===== src/rtl/unitate_fetch_pkg.sv =====
// Shared definitions for the fetch stage and the downstream decode stage:
// widths, the end-of-program word, fetch states and instruction field layout.
package unitate_fetch_pkg;

    localparam int ADDR_W  = 8;
    localparam int INSTR_W = 16;

    localparam logic [INSTR_W-1:0] HALT_WORD = 16'hFFFF;

    localparam int OPCODE_MSB = 15;
    localparam int OPCODE_LSB = 12;
    localparam int OPCODE_W   = OPCODE_MSB - OPCODE_LSB + 1;
    localparam int OPERAND_W  = INSTR_W - OPCODE_W;

    typedef enum logic [1:0] {
        IDLE = 2'd0,
        RUN  = 2'd1,
        HALT = 2'd2
    } fetch_state_e;

    function automatic logic [OPCODE_W-1:0] opcode_of(input logic [INSTR_W-1:0] instr);
        return instr[OPCODE_MSB:OPCODE_LSB];
    endfunction

    function automatic logic [OPERAND_W-1:0] operand_of(input logic [INSTR_W-1:0] instr);
        return instr[OPERAND_W-1:0];
    endfunction

endpackage


===== src/rtl/unitate_fetch_if.sv =====
// Bundle between the fetch stage (master) and its environment (slave):
// instruction memory on one side, decode handshake and redirect on the other.
interface unitate_fetch_if #(
    parameter int ADDR_W  = unitate_fetch_pkg::ADDR_W,
    parameter int INSTR_W = unitate_fetch_pkg::INSTR_W
);
    logic               enable;
    logic [ADDR_W-1:0]  address;
    logic [INSTR_W-1:0] instruction;
    logic [INSTR_W-1:0] ir;
    logic [ADDR_W-1:0]  ir_pc;
    logic               ir_valid;
    logic               ir_ready;
    logic               redirect;
    logic [ADDR_W-1:0]  redirect_target;
    logic               halted;

    modport master (
        input  enable, instruction, ir_ready, redirect, redirect_target,
        output address, ir, ir_pc, ir_valid, halted
    );

    modport slave (
        output enable, instruction, ir_ready, redirect, redirect_target,
        input  address, ir, ir_pc, ir_valid, halted
    );
endinterface


===== src/rtl/unitate_fetch_numarator_pc.sv =====
// Program counter: load has priority over increment; increment wraps modulo 2^ADDR_W.
module numarator_pc #(
    parameter int                ADDR_W   = unitate_fetch_pkg::ADDR_W,
    parameter logic [ADDR_W-1:0] RESET_PC = {ADDR_W{1'b0}}
) (
    input  logic              clk,
    input  logic              rst_n,
    input  logic              load_i,
    input  logic [ADDR_W-1:0] target_i,
    input  logic              inc_i,
    output logic [ADDR_W-1:0] pc_o
);
    logic [ADDR_W-1:0] pc_q;
    logic [ADDR_W-1:0] pc_d;

    // next PC selection
    always_comb begin
        pc_d = pc_q;
        if (load_i) begin
            pc_d = target_i;
        end else if (inc_i) begin
            pc_d = pc_q + {{(ADDR_W-1){1'b0}}, 1'b1};
        end else begin
            pc_d = pc_q;
        end
    end

    // PC register
    always_ff @(posedge clk or negedge rst_n) begin
        if (!rst_n) begin
            pc_q <= RESET_PC;
        end else begin
            pc_q <= pc_d;
        end
    end

    assign pc_o = pc_q;

endmodule


===== src/rtl/unitate_fetch.sv =====
// Instruction fetch stage: owns the PC, registers the memory word into ir and
// offers it to decode over valid/ready; supports redirect and stops on HALT_WORD.
module unitate_fetch #(
    parameter int                 ADDR_W    = unitate_fetch_pkg::ADDR_W,
    parameter int                 INSTR_W   = unitate_fetch_pkg::INSTR_W,
    parameter logic [ADDR_W-1:0]  RESET_PC  = {ADDR_W{1'b0}},
    parameter logic [INSTR_W-1:0] HALT_WORD = unitate_fetch_pkg::HALT_WORD
) (
    input  logic             clk,
    input  logic             rst_n,
    unitate_fetch_if.master  bus
);
    import unitate_fetch_pkg::*;

    fetch_state_e       state_q, state_d;
    logic [INSTR_W-1:0] ir_q, ir_d;
    logic [ADDR_W-1:0]  ir_pc_q, ir_pc_d;
    logic               ir_valid_q, ir_valid_d;
    logic               halted_q, halted_d;

    logic [ADDR_W-1:0]  pc_s;
    logic               pc_load_s;
    logic               pc_inc_s;
    logic               load_s;
    logic               accept_s;

    numarator_pc #(
        .ADDR_W   (ADDR_W),
        .RESET_PC (RESET_PC)
    ) u_pc (
        .clk      (clk),
        .rst_n    (rst_n),
        .load_i   (pc_load_s),
        .target_i (bus.redirect_target),
        .inc_i    (pc_inc_s),
        .pc_o     (pc_s)
    );

    assign accept_s = ir_valid_q & bus.ir_ready;
    assign load_s   = (state_q == RUN) & bus.enable & (~ir_valid_q | bus.ir_ready);

    // next state, instruction register and PC control
    always_comb begin
        state_d    = state_q;
        ir_d       = ir_q;
        ir_pc_d    = ir_pc_q;
        ir_valid_d = ir_valid_q;
        halted_d   = halted_q;
        pc_load_s  = 1'b0;
        pc_inc_s   = 1'b0;
        case (state_q)
            IDLE: begin
                if (bus.enable) begin
                    state_d = RUN;
                end else begin
                    state_d = IDLE;
                end
            end
            RUN: begin
                if (bus.redirect) begin
                    pc_load_s  = 1'b1;
                    ir_valid_d = 1'b0;
                    halted_d   = 1'b0;
                end else if (load_s) begin
                    if (bus.instruction == HALT_WORD) begin
                        // the halt word never reaches decode; PC stays on it
                        ir_valid_d = 1'b0;
                        halted_d   = 1'b1;
                        state_d    = HALT;
                    end else begin
                        ir_d       = bus.instruction;
                        ir_pc_d    = pc_s;
                        ir_valid_d = 1'b1;
                        pc_inc_s   = 1'b1;
                    end
                end else if (accept_s) begin
                    ir_valid_d = 1'b0;
                end else begin
                    ir_valid_d = ir_valid_q;
                end
            end
            HALT: begin
                if (bus.redirect) begin
                    pc_load_s  = 1'b1;
                    ir_valid_d = 1'b0;
                    halted_d   = 1'b0;
                    state_d    = RUN;
                end else begin
                    state_d = HALT;
                end
            end
            default: begin
                state_d    = IDLE;
                ir_valid_d = 1'b0;
                halted_d   = 1'b0;
            end
        endcase
    end

    // state and output registers
    always_ff @(posedge clk or negedge rst_n) begin
        if (!rst_n) begin
            state_q    <= IDLE;
            ir_q       <= {INSTR_W{1'b0}};
            ir_pc_q    <= {ADDR_W{1'b0}};
            ir_valid_q <= 1'b0;
            halted_q   <= 1'b0;
        end else begin
            state_q    <= state_d;
            ir_q       <= ir_d;
            ir_pc_q    <= ir_pc_d;
            ir_valid_q <= ir_valid_d;
            halted_q   <= halted_d;
        end
    end

    assign bus.address  = pc_s;
    assign bus.ir       = ir_q;
    assign bus.ir_pc    = ir_pc_q;
    assign bus.ir_valid = ir_valid_q;
    assign bus.halted   = halted_q;

endmodule


===== src/flat_wrapper.sv =====
// flat-port wrapper written by rule: the top's interface ports become plain ports
module unitate_fetch_flat import unitate_fetch_pkg::*;
#(
    parameter int                 ADDR_W    = unitate_fetch_pkg::ADDR_W,
    parameter int                 INSTR_W   = unitate_fetch_pkg::INSTR_W,
    parameter logic [ADDR_W-1:0]  RESET_PC  = {ADDR_W{1'b0}},
    parameter logic [INSTR_W-1:0] HALT_WORD = unitate_fetch_pkg::HALT_WORD
)
  (clk, rst_n, bus_enable, bus_instruction, bus_ir_ready, bus_redirect, bus_redirect_target, bus_address, bus_ir, bus_ir_pc, bus_ir_valid, bus_halted);
  unitate_fetch_if #(.ADDR_W(ADDR_W), .INSTR_W(INSTR_W)) bus_i ();
  input  logic clk;
  input  logic rst_n;
  input wire logic [$bits(bus_i.enable)-1:0] bus_enable;
  input wire logic [$bits(bus_i.instruction)-1:0] bus_instruction;
  input wire logic [$bits(bus_i.ir_ready)-1:0] bus_ir_ready;
  input wire logic [$bits(bus_i.redirect)-1:0] bus_redirect;
  input wire logic [$bits(bus_i.redirect_target)-1:0] bus_redirect_target;
  output wire logic [$bits(bus_i.address)-1:0] bus_address;
  output wire logic [$bits(bus_i.ir)-1:0] bus_ir;
  output wire logic [$bits(bus_i.ir_pc)-1:0] bus_ir_pc;
  output wire logic [$bits(bus_i.ir_valid)-1:0] bus_ir_valid;
  output wire logic [$bits(bus_i.halted)-1:0] bus_halted;
  assign bus_i.enable = bus_enable;
  assign bus_i.instruction = bus_instruction;
  assign bus_i.ir_ready = bus_ir_ready;
  assign bus_i.redirect = bus_redirect;
  assign bus_i.redirect_target = bus_redirect_target;
  assign bus_address = bus_i.address;
  assign bus_ir = bus_i.ir;
  assign bus_ir_pc = bus_i.ir_pc;
  assign bus_ir_valid = bus_i.ir_valid;
  assign bus_halted = bus_i.halted;
  unitate_fetch #(.ADDR_W(ADDR_W), .INSTR_W(INSTR_W), .RESET_PC(RESET_PC), .HALT_WORD(HALT_WORD)) u_core (.clk(clk), .rst_n(rst_n), .bus(bus_i));
endmodule

===== config.mk =====
export PLATFORM = sky130hd
export DESIGN_NAME = unitate_fetch_flat
export DESIGN_NICKNAME = d
export VERILOG_FILES = /design/src/rtl/unitate_fetch_pkg.sv /design/src/rtl/unitate_fetch_if.sv /design/src/rtl/unitate_fetch_numarator_pc.sv /design/src/rtl/unitate_fetch.sv /design/src/flat_wrapper.sv
export SDC_FILE = /design/constraint.sdc
export NUM_CORES = 1
export LEC_CHECK = 0
export ABC_AREA = 0
export BUFFER_PORTS_ARGS = -buffer_cell sky130_fd_sc_hd__buf_2
export CAP_MARGIN = 5
export CORE_MARGIN = 1.5
export CORE_UTILIZATION = 30
export CTS_BUF_LIST = sky130_fd_sc_hd__clkbuf_4
export DETAILED_ROUTE_END_ITERATION = 8
export PLACE_DENSITY = 0.66
export SYNTH_ARGS = -nofsm -noshare
export SYNTH_HDL_FRONTEND = slang
export SYNTH_SLANG_ARGS = --single-unit

===== constraint.sdc =====
create_clock -name clk -period 1.7 [get_ports clk]
set_input_delay 0.34 -clock clk [delete_from_list [all_inputs] [get_ports clk]]
set_output_delay 0.34 -clock clk [all_outputs]
set_load 0.03 [all_outputs]

==> flow_metrics.env, run 1 <==
export IMPL_synth_area_leaders="dfrtp_1 52%, mux2_1 16%, ha_1 3.6%, nand4_1 3.3%, mux2i_1 1.7%"
export IMPL_cts_root_buf="clkbuf_4"
export IMPL_rr_worst_depth=7
export IMPL_tritoncts="yes"
export IMPL_leakagePower_nw=1.32
export IMPL_criticalPathCategory="reg2reg"
export IMPL_syn_to_final_growth_pct=52.1
export IMPL_via_per_inst=4.89
export IMPL_grt_max_degree=20
export IMPL_crit_family="simple AND/OR/NAND/NOR gates"
export IMPL_first_pass_iters=4
export IMPL_synth_top_area_cell="dfrtp_1"
export IMPL_crit_fanout=3
export IMPL_fp_dieH_microns=78.9
export IMPL_ir_worst_vdd_v=0.000809
export IMPL_syn_area_sq_mm=0.00173
export IMPL_wl_per_cell_microns=14.2
export IMPL_syn_avg_cell_area_sq_um=12.3
export IMPL_maxSlewViolCount=0
export IMPL_hold_path_depth=2
export IMPL_rsz0062_at_grt="yes"
export IMPL_synth_ff_type="dfrtp_1"
export IMPL_status="finished, violations left"
export IMPL_cp_cell_sequence="inv_2 -> ha_4 -> nor2b_4 -> buf_6 -> nand4_1 -> o211ai_1 -> or3b_1"
export IMPL_initial_core_util_pct=31.2
export IMPL_place_gp_congestion=0.763
export IMPL_n_antenna_cell=0
export IMPL_coreArea_sq_mm=0.00554
export IMPL_min_path_type="in2reg"
export IMPL_track_usage_pct=14.8
export IMPL_powerDensity_mw_per_mm2=1800
export IMPL_vias=1526
export IMPL_failed_checks="setup timing"
export IMPL_final_common_cell="buf_2"
export IMPL_syn_nets=174
export IMPL_relSlewSlack_pct=67.9
export IMPL_instances_no_fill=312
export IMPL_grt_overflow=0
export IMPL_synth_cell_types=34
export IMPL_syn_instance_count=140
export IMPL_finalWorstSetupSlack_ns=-0.0142
export IMPL_drive_gt1_share_pct=58.3
export IMPL_clk_pin_slew_ns=0.10
export IMPL_layout_common_cells="62 x buf_2, 36 x dfrtp_1, 26 x buf_4"
export IMPL_worstPathArrival_ns=1.93
export IMPL_drv_cap=0
export IMPL_setup_viol=1
export IMPL_critPathSlowestCell="dfrtp_1"
export IMPL_synth_top_area_share_pct=52.1
export IMPL_drc=0
export IMPL_drtIter0Drc=86
export IMPL_h_tree_depth=2
export IMPL_skew_ns=0.0126
export IMPL_crit_cells=7
export IMPL_utilization_pct=47.4
export IMPL_synth_seq_cells=36
export IMPL_cts_buffer_depth=2
export IMPL_path_buf_inv=2
export IMPL_die_x_microns=78.9
export IMPL_fin_crit_sh_pct=101
export IMPL_antenna_found_initial=0
export IMPL_cts_buffers=5
export IMPL_fin_nets=273
export IMPL_core_rowCount=27
export IMPL_seq_area_frac_synth_pct=52.1
export IMPL_tightest_slew_ns=0.482
export IMPL_clk_latency_ns=0.34
export IMPL_hpwlAfterDp_microns=3180
export IMPL_cts_sinks=36
export IMPL_dpl_cell_count=296
export IMPL_critPathRequiredTime_ns=1.91
export IMPL_pin_count=63
export IMPL_end_kind="register"
export IMPL_port_buffers=62
export IMPL_grt_pass1_wl_microns=7070
export IMPL_holdWs_ns=0.231
export IMPL_hold_violations=0
export IMPL_min_period_ns=1.71
export IMPL_yosysWarnings=0
export IMPL_synth_edf_count=0
export IMPL_post_place_ws_ns=-0.288
export IMPL_ys_async_sr_fraction_pct=100
export IMPL_wirelength_microns=4440
export IMPL_ant_nets=0
export IMPL_first_global_vias=1466
export IMPL_cp_start_kind="register"
export IMPL_fmax_mhz=583
export IMPL_critical_path_max_stage_delay_ns=0.40
export IMPL_dieArea_sq_mm=0.00622
[report_power, final]
| group | switching [mW] | internal [mW] |
|---|---|---|
| clock network | 0.269 | 0.191 |
| logic | 1.51 | 1.19 |
| registers | 0.294 | 1.26 |
| total | 2.07 | 2.65 |
[layer usage]
layer / vias up / GRT usage (%) / share of wire (%)
li1: 730 / - / -
met1: 741 / 17.5 / 42
met2: 53 / 26.1 / 51
met3: 2 / 5.06 / 6.5
met4: 0 / 3.16 / 0.34
met5: - / 0 / 0
[timing repair]
item	in CTS	in global routing
hold buffers	1	0
endpoints found under the hold margin	18	0
buffers inserted	3	3
setup endpoints to repair	31	33
pin swaps	7	7
cloned	1	1
gates resized for setup	11	29
[cells by family after synthesis]
| family | count (synthesis) | synth area share (%) |
|---|---|---|
| adder cells (fa/ha/maj) | 5 | 3.62 |
| AND/OR/NAND/NOR | 39 | 14.3 |
| multiplexers | 28 | 18.0 |
| buffers and inverters | 9 | 3.19 |
| AO/OA/AOI/OAI | 23 | 8.76 |
| flip-flops | 36 | 52.1 |
[final cells by class]
| type | count | area, sq um |
|---|---|---|
| inverters | 4 | 15.0 |
| fillers | 545 | 2910 |
| well taps | 72 | 90.1 |
| multi-input cells | 97 | 965 |
| clock buffers | 7 | 52.6 |
| flip-flops and latches | 36 | 901 |
| repair buffers | 95 | 601 |
| clock inverters | 1 | 3.75 |
[synthesized netlist by cell type, drive strengths merged (4+ instances only)]
cell type   n
mux2       25
and3        4
a31oi       4
dfrtp      36
nor2        7
buf         4
a21oi       4
inv         4
ha          5
o21ai       4
nand3       4
or4         4
nand4       9
[path summary, 6_finish.rpt]
| kind | startpoint | to | slack [ns] |
|---|---|---|---|
| max reg2reg | u_core.state_q[1]$_DFFE_PN0P_ | u_core.u_pc.pc_o[4]$_DFFE_PN0P_ | -0.01 |
| min reg2reg | u_core.bus.ir[1]$_DFFE_PN0P_ | u_core.bus.ir[1]$_DFFE_PN0P_ | 0.51 |
| max in group asynchronous | rst_n | u_core.bus.ir_valid$_DFFE_PN0P_ | 0.75 |
| min | bus_instruction[1] | u_core.bus.ir[1]$_DFFE_PN0P_ | 0.23 |
| max | u_core.state_q[1]$_DFFE_PN0P_ | u_core.u_pc.pc_o[4]$_DFFE_PN0P_ | -0.01 |
| min in group asynchronous | rst_n | u_core.bus.ir[2]$_DFFE_PN0P_ | 0.49 |
[sequential cells by signal, summed over array words and instances (netlist names)]
name / cells
u_core.bus.halted: 1
u_core.bus.ir: 16
u_core.bus.ir_pc: 8
u_core.bus.ir_valid: 1
u_core.state_q: 2
u_core.u_pc.pc_o: 8
[through the flow]
stage | TNS, ns | total power, mW | cell area [sq um]
floorplan | -1.12 | 3.03 | 1750
global placement | -5.04 | 3.80 | 2340
detailed placement | -6.19 | 3.87 | 2340
CTS | -0.0498 | 4.46 | 2480
global route | -0.665 | 5.05 | 2630
finish | -0.0142 | 4.72 | 2630
Note: power is estimated with default switching activity, not from simulation.
==> inputs of run 2 (changes only) <==
--- a/config.mk
+++ b/config.mk
@@ -15,4 +15,5 @@
 export PLACE_DENSITY = 0.66
 export SYNTH_ARGS = -nofsm -noshare
 export SYNTH_HDL_FRONTEND = slang
+export SYNTH_HIERARCHICAL = 1
 export SYNTH_SLANG_ARGS = --single-unit
==> flow_metrics.env, run 2 <==
export IMPL_first_global_vias=1345
export IMPL_h_tree_depth=2
export IMPL_cts_buffers=5
export IMPL_n_antenna_cell=0
export IMPL_multiInputGateArea_sq_um=860
export IMPL_hpwlAfterDp_microns=2920
export IMPL_switchingPower_mw=1.96
export IMPL_drv_cap=0
export IMPL_ff2ff_setup_slack_ns=-0.15
export IMPL_via_per_inst=4.61
export IMPL_ant_nets=0
export IMPL_seq_area_sq_um=902
export IMPL_cts_root_buf="clkbuf_4"
export IMPL_synth_seq_cells=36
export IMPL_r2r_start="u_core/state_q[1]$_DFFE_PN0P_"
export IMPL_maxSlewViolCount=0
export IMPL_synth_top_area_share_pct=50.7
export IMPL_end_kind="register"
export IMPL_cts_hold_buf=0
export IMPL_layout_common_cells="62 x buf_2, 35 x dfrtp_1, 23 x mux2_4"
export IMPL_skew_ns=0.00811
export IMPL_leakagePower_nw=1.22
export IMPL_wirelength_microns=3890
export IMPL_syn_nets=169
export IMPL_synthTopCellsByCount="36 x dfrtp_1, 19 x mux2_4, 12 x nand2_1"
export IMPL_design_area_sq_mm=0.00247
export IMPL_instances_no_fill=294
export IMPL_setup_viol=29
export IMPL_power_total_mw=4.44
export IMPL_clk_pin_slew_ns=0.10
export IMPL_n_fill_cell=564
export IMPL_synth_most_common_cell="dfrtp_1"
export IMPL_finalSetupTns_ns=-2.09
export IMPL_dieArea_sq_mm=0.00640
export IMPL_p_seq_share_pct=35.6
export IMPL_switching_share_pct=44.2
export IMPL_drtIter0Drc=19
export IMPL_track_usage_pct=12.3
export IMPL_status="finished, violations left"
export IMPL_tritoncts="yes"
export IMPL_p_clk_share_pct=9.1
export IMPL_largest_register_ffs=16
export IMPL_failed_checks="setup timing"
export IMPL_synth_ff_type="dfrtp_1"
export IMPL_syn_avg_cell_area_sq_um=13.2
export IMPL_combPwrFrac_pct=55.3
export IMPL_port_buffers=62
export IMPL_wl_per_cell_microns=13.2
export IMPL_tightest_slew_ns=0.448
export IMPL_fmax_mhz=541
export IMPL_powerDensity_mw_per_mm2=1800
export IMPL_coreArea_sq_mm=0.00561
export IMPL_grt_overflow=0
export IMPL_rsz0062_at_grt="yes"
export IMPL_synth_area_leaders="dfrtp_1 51%, mux2_4 16%, mux2_2 3.8%, ha_1 3.5%, nand2_1 2.5%"
export IMPL_dpl_cell_count=284
export IMPL_ir_worst_vdd_v=0.000698
export IMPL_initial_core_util_pct=31.7
export IMPL_fin_crit_sh_pct=109
export IMPL_reg2reg_to="u_core/u_pc/pc_o[6]$_DFFE_PN0P_"
export IMPL_core_rowCount=27
export IMPL_vias=1356
export IMPL_drive_gt1_share_pct=57.2
export IMPL_relSlewSlack_pct=70.1
export IMPL_critPathRequiredTime_ns=1.98
export IMPL_grt_pass1_wl_microns=5950
export IMPL_place_gp_congestion=0.735
export IMPL_syn_area_sq_mm=0.00178
export IMPL_worstPathArrival_ns=2.12
export IMPL_crit_fanout=6
export IMPL_post_place_ws_ns=-0.185
export IMPL_fin_nets=256
export IMPL_antenna_found_initial=0
export IMPL_min_period_ns=1.85
export IMPL_cts_sinks=36
export IMPL_use_met3_pct=4.91
export IMPL_grt_use_met2_pct=20.3
export IMPL_p_int_mw=2.47
export IMPL_synth_edf_count=0
export IMPL_seq_area_frac_synth_pct=50.7
export IMPL_fp_dieH_microns=80.0
export IMPL_grt_use_met1_pct=14.4
export IMPL_criticalPathCategory="reg2reg"
export IMPL_finalWorstSetupSlack_ns=-0.149
export IMPL_grt_max_degree=37
export IMPL_ys_async_sr_fraction_pct=100
export IMPL_synth_cell_types=32
export IMPL_rr_worst_depth=8
export IMPL_hold_violations=0
export IMPL_die_x_microns=80.0
export IMPL_syn_instance_count=135
export IMPL_syn_to_final_growth_pct=38.8
export IMPL_clk_latency_ns=0.33
export IMPL_min_path_type="in2async"
export IMPL_cp_start_kind="register"
export IMPL_synth_top_area_cell="dfrtp_1"
export IMPL_yosysWarnings=6
export IMPL_grt_busiest_layer="met2"
export IMPL_first_pass_iters=3
export IMPL_drc=0
export IMPL_cts_buffer_depth=2
export IMPL_place_area_sq_mm=0.00235
export IMPL_final_common_cell="buf_2"
export IMPL_pin_count=63
run 2: cell count changes after synthesis, moves of 5 or more:
cell | before | now
mux2_4 | 0 | 19
mux2_1 | 25 | 0
nand2_1 | 2 | 12
o21ai_0 | 1 | 6
nor2_1 | 6 | 1
mux2_2 | 0 | 6
run 2: worst max path at each step:
stage	from	endpoint	slack (ns)
after global routing	u_core/state_q[1]$_DFFE_PN0P_	u_core/u_pc/pc_o[6]$_DFFE_PN0P_	-0.22
after detailed placement	bus_instruction[2]	u_core/u_pc/pc_o[5]$_DFFE_PN0P_	-0.18
final	u_core/state_q[1]$_DFFE_PN0P_	u_core/u_pc/pc_o[6]$_DFFE_PN0P_	-0.15
after floorplan	u_core/state_q[1]$_DFFE_PN0P_	u_core/u_pc/pc_o[7]$_DFFE_PN0P_	-0.35
after CTS	u_core/state_q[1]$_DFFE_PN0P_	u_core/u_pc/pc_o[7]$_DFFE_PN0P_	-0.14
after global placement	u_core/state_q[0]$_DFFE_PN0P_	u_core/u_pc/pc_o[7]$_DFFE_PN0P_	-0.14
run 2: what timing repair did:
item	CTS	global route
setup endpoints to repair	29	30
gates resized for setup	5	6
gates cloned	0	1
pin swaps	2	4
buffers inserted	2	2
run 2: kinds of logic after synthesis:
kind of cell	share of synthesized area, %
muxes	21.0
AOI/OAI and AO/OA	5.49
buffers and inverters	4.79
and+or+nand+nor	12.6
xor gates and xnor gates	1.97
adders and majority gates	3.52
DFF	50.7
run 2: worst max-delay path, stage by stage, from the launching register on:
cell	delay (ns)
dfrtp_1	0.40
inv_2	0.08
ha_4	0.14
nand2_4	0.06
nor4bb_4	0.31
buf_12	0.16
nand3_2	0.08
or4_4	0.49
nand3_2	0.08
run 2: layer usage:
metal | share of wire [%] | wire [microns] | vias up
li1 | - | - | 662
met5 | 0 | 0 | -
met1 | 43 | 1680 | 654
met2 | 49 | 1900 | 35
met4 | 1.3 | 51 | 0
met3 | 6.9 | 268 | 5
run 2: final cells by class:
class,count,area share (%)
clock buffer,5,1.52
clock inverter,2,0.304
inverter,5,0.760
multi-input combinational,88,34.8
sequential,36,36.5
tap,72,3.65
timing repair buffer,86,22.4
run 2: stage by stage:
stage / hold WS (ns) / utilization (%)
6_report: 0.0369 / 44.0
5_1_grt: 0.0420 / 44.0
4_1_cts: 0.0353 / 43.3
3_5_place_dp: 0.408 / 42.0
3_3_place_gp: 0.409 / 42.0
2_1_floorplan: 0.0444 / -
run 2: power by group through the flow:
stage	clock [mW]	combinational, mW	sequential, mW
after CTS	0.429	2.42	1.58
final	0.404	2.45	1.58
after floorplan	0	0.904	2.31
after global placement	0	2.35	1.58
after detailed placement	0	2.38	1.59
after global routing	0.475	2.63	1.64
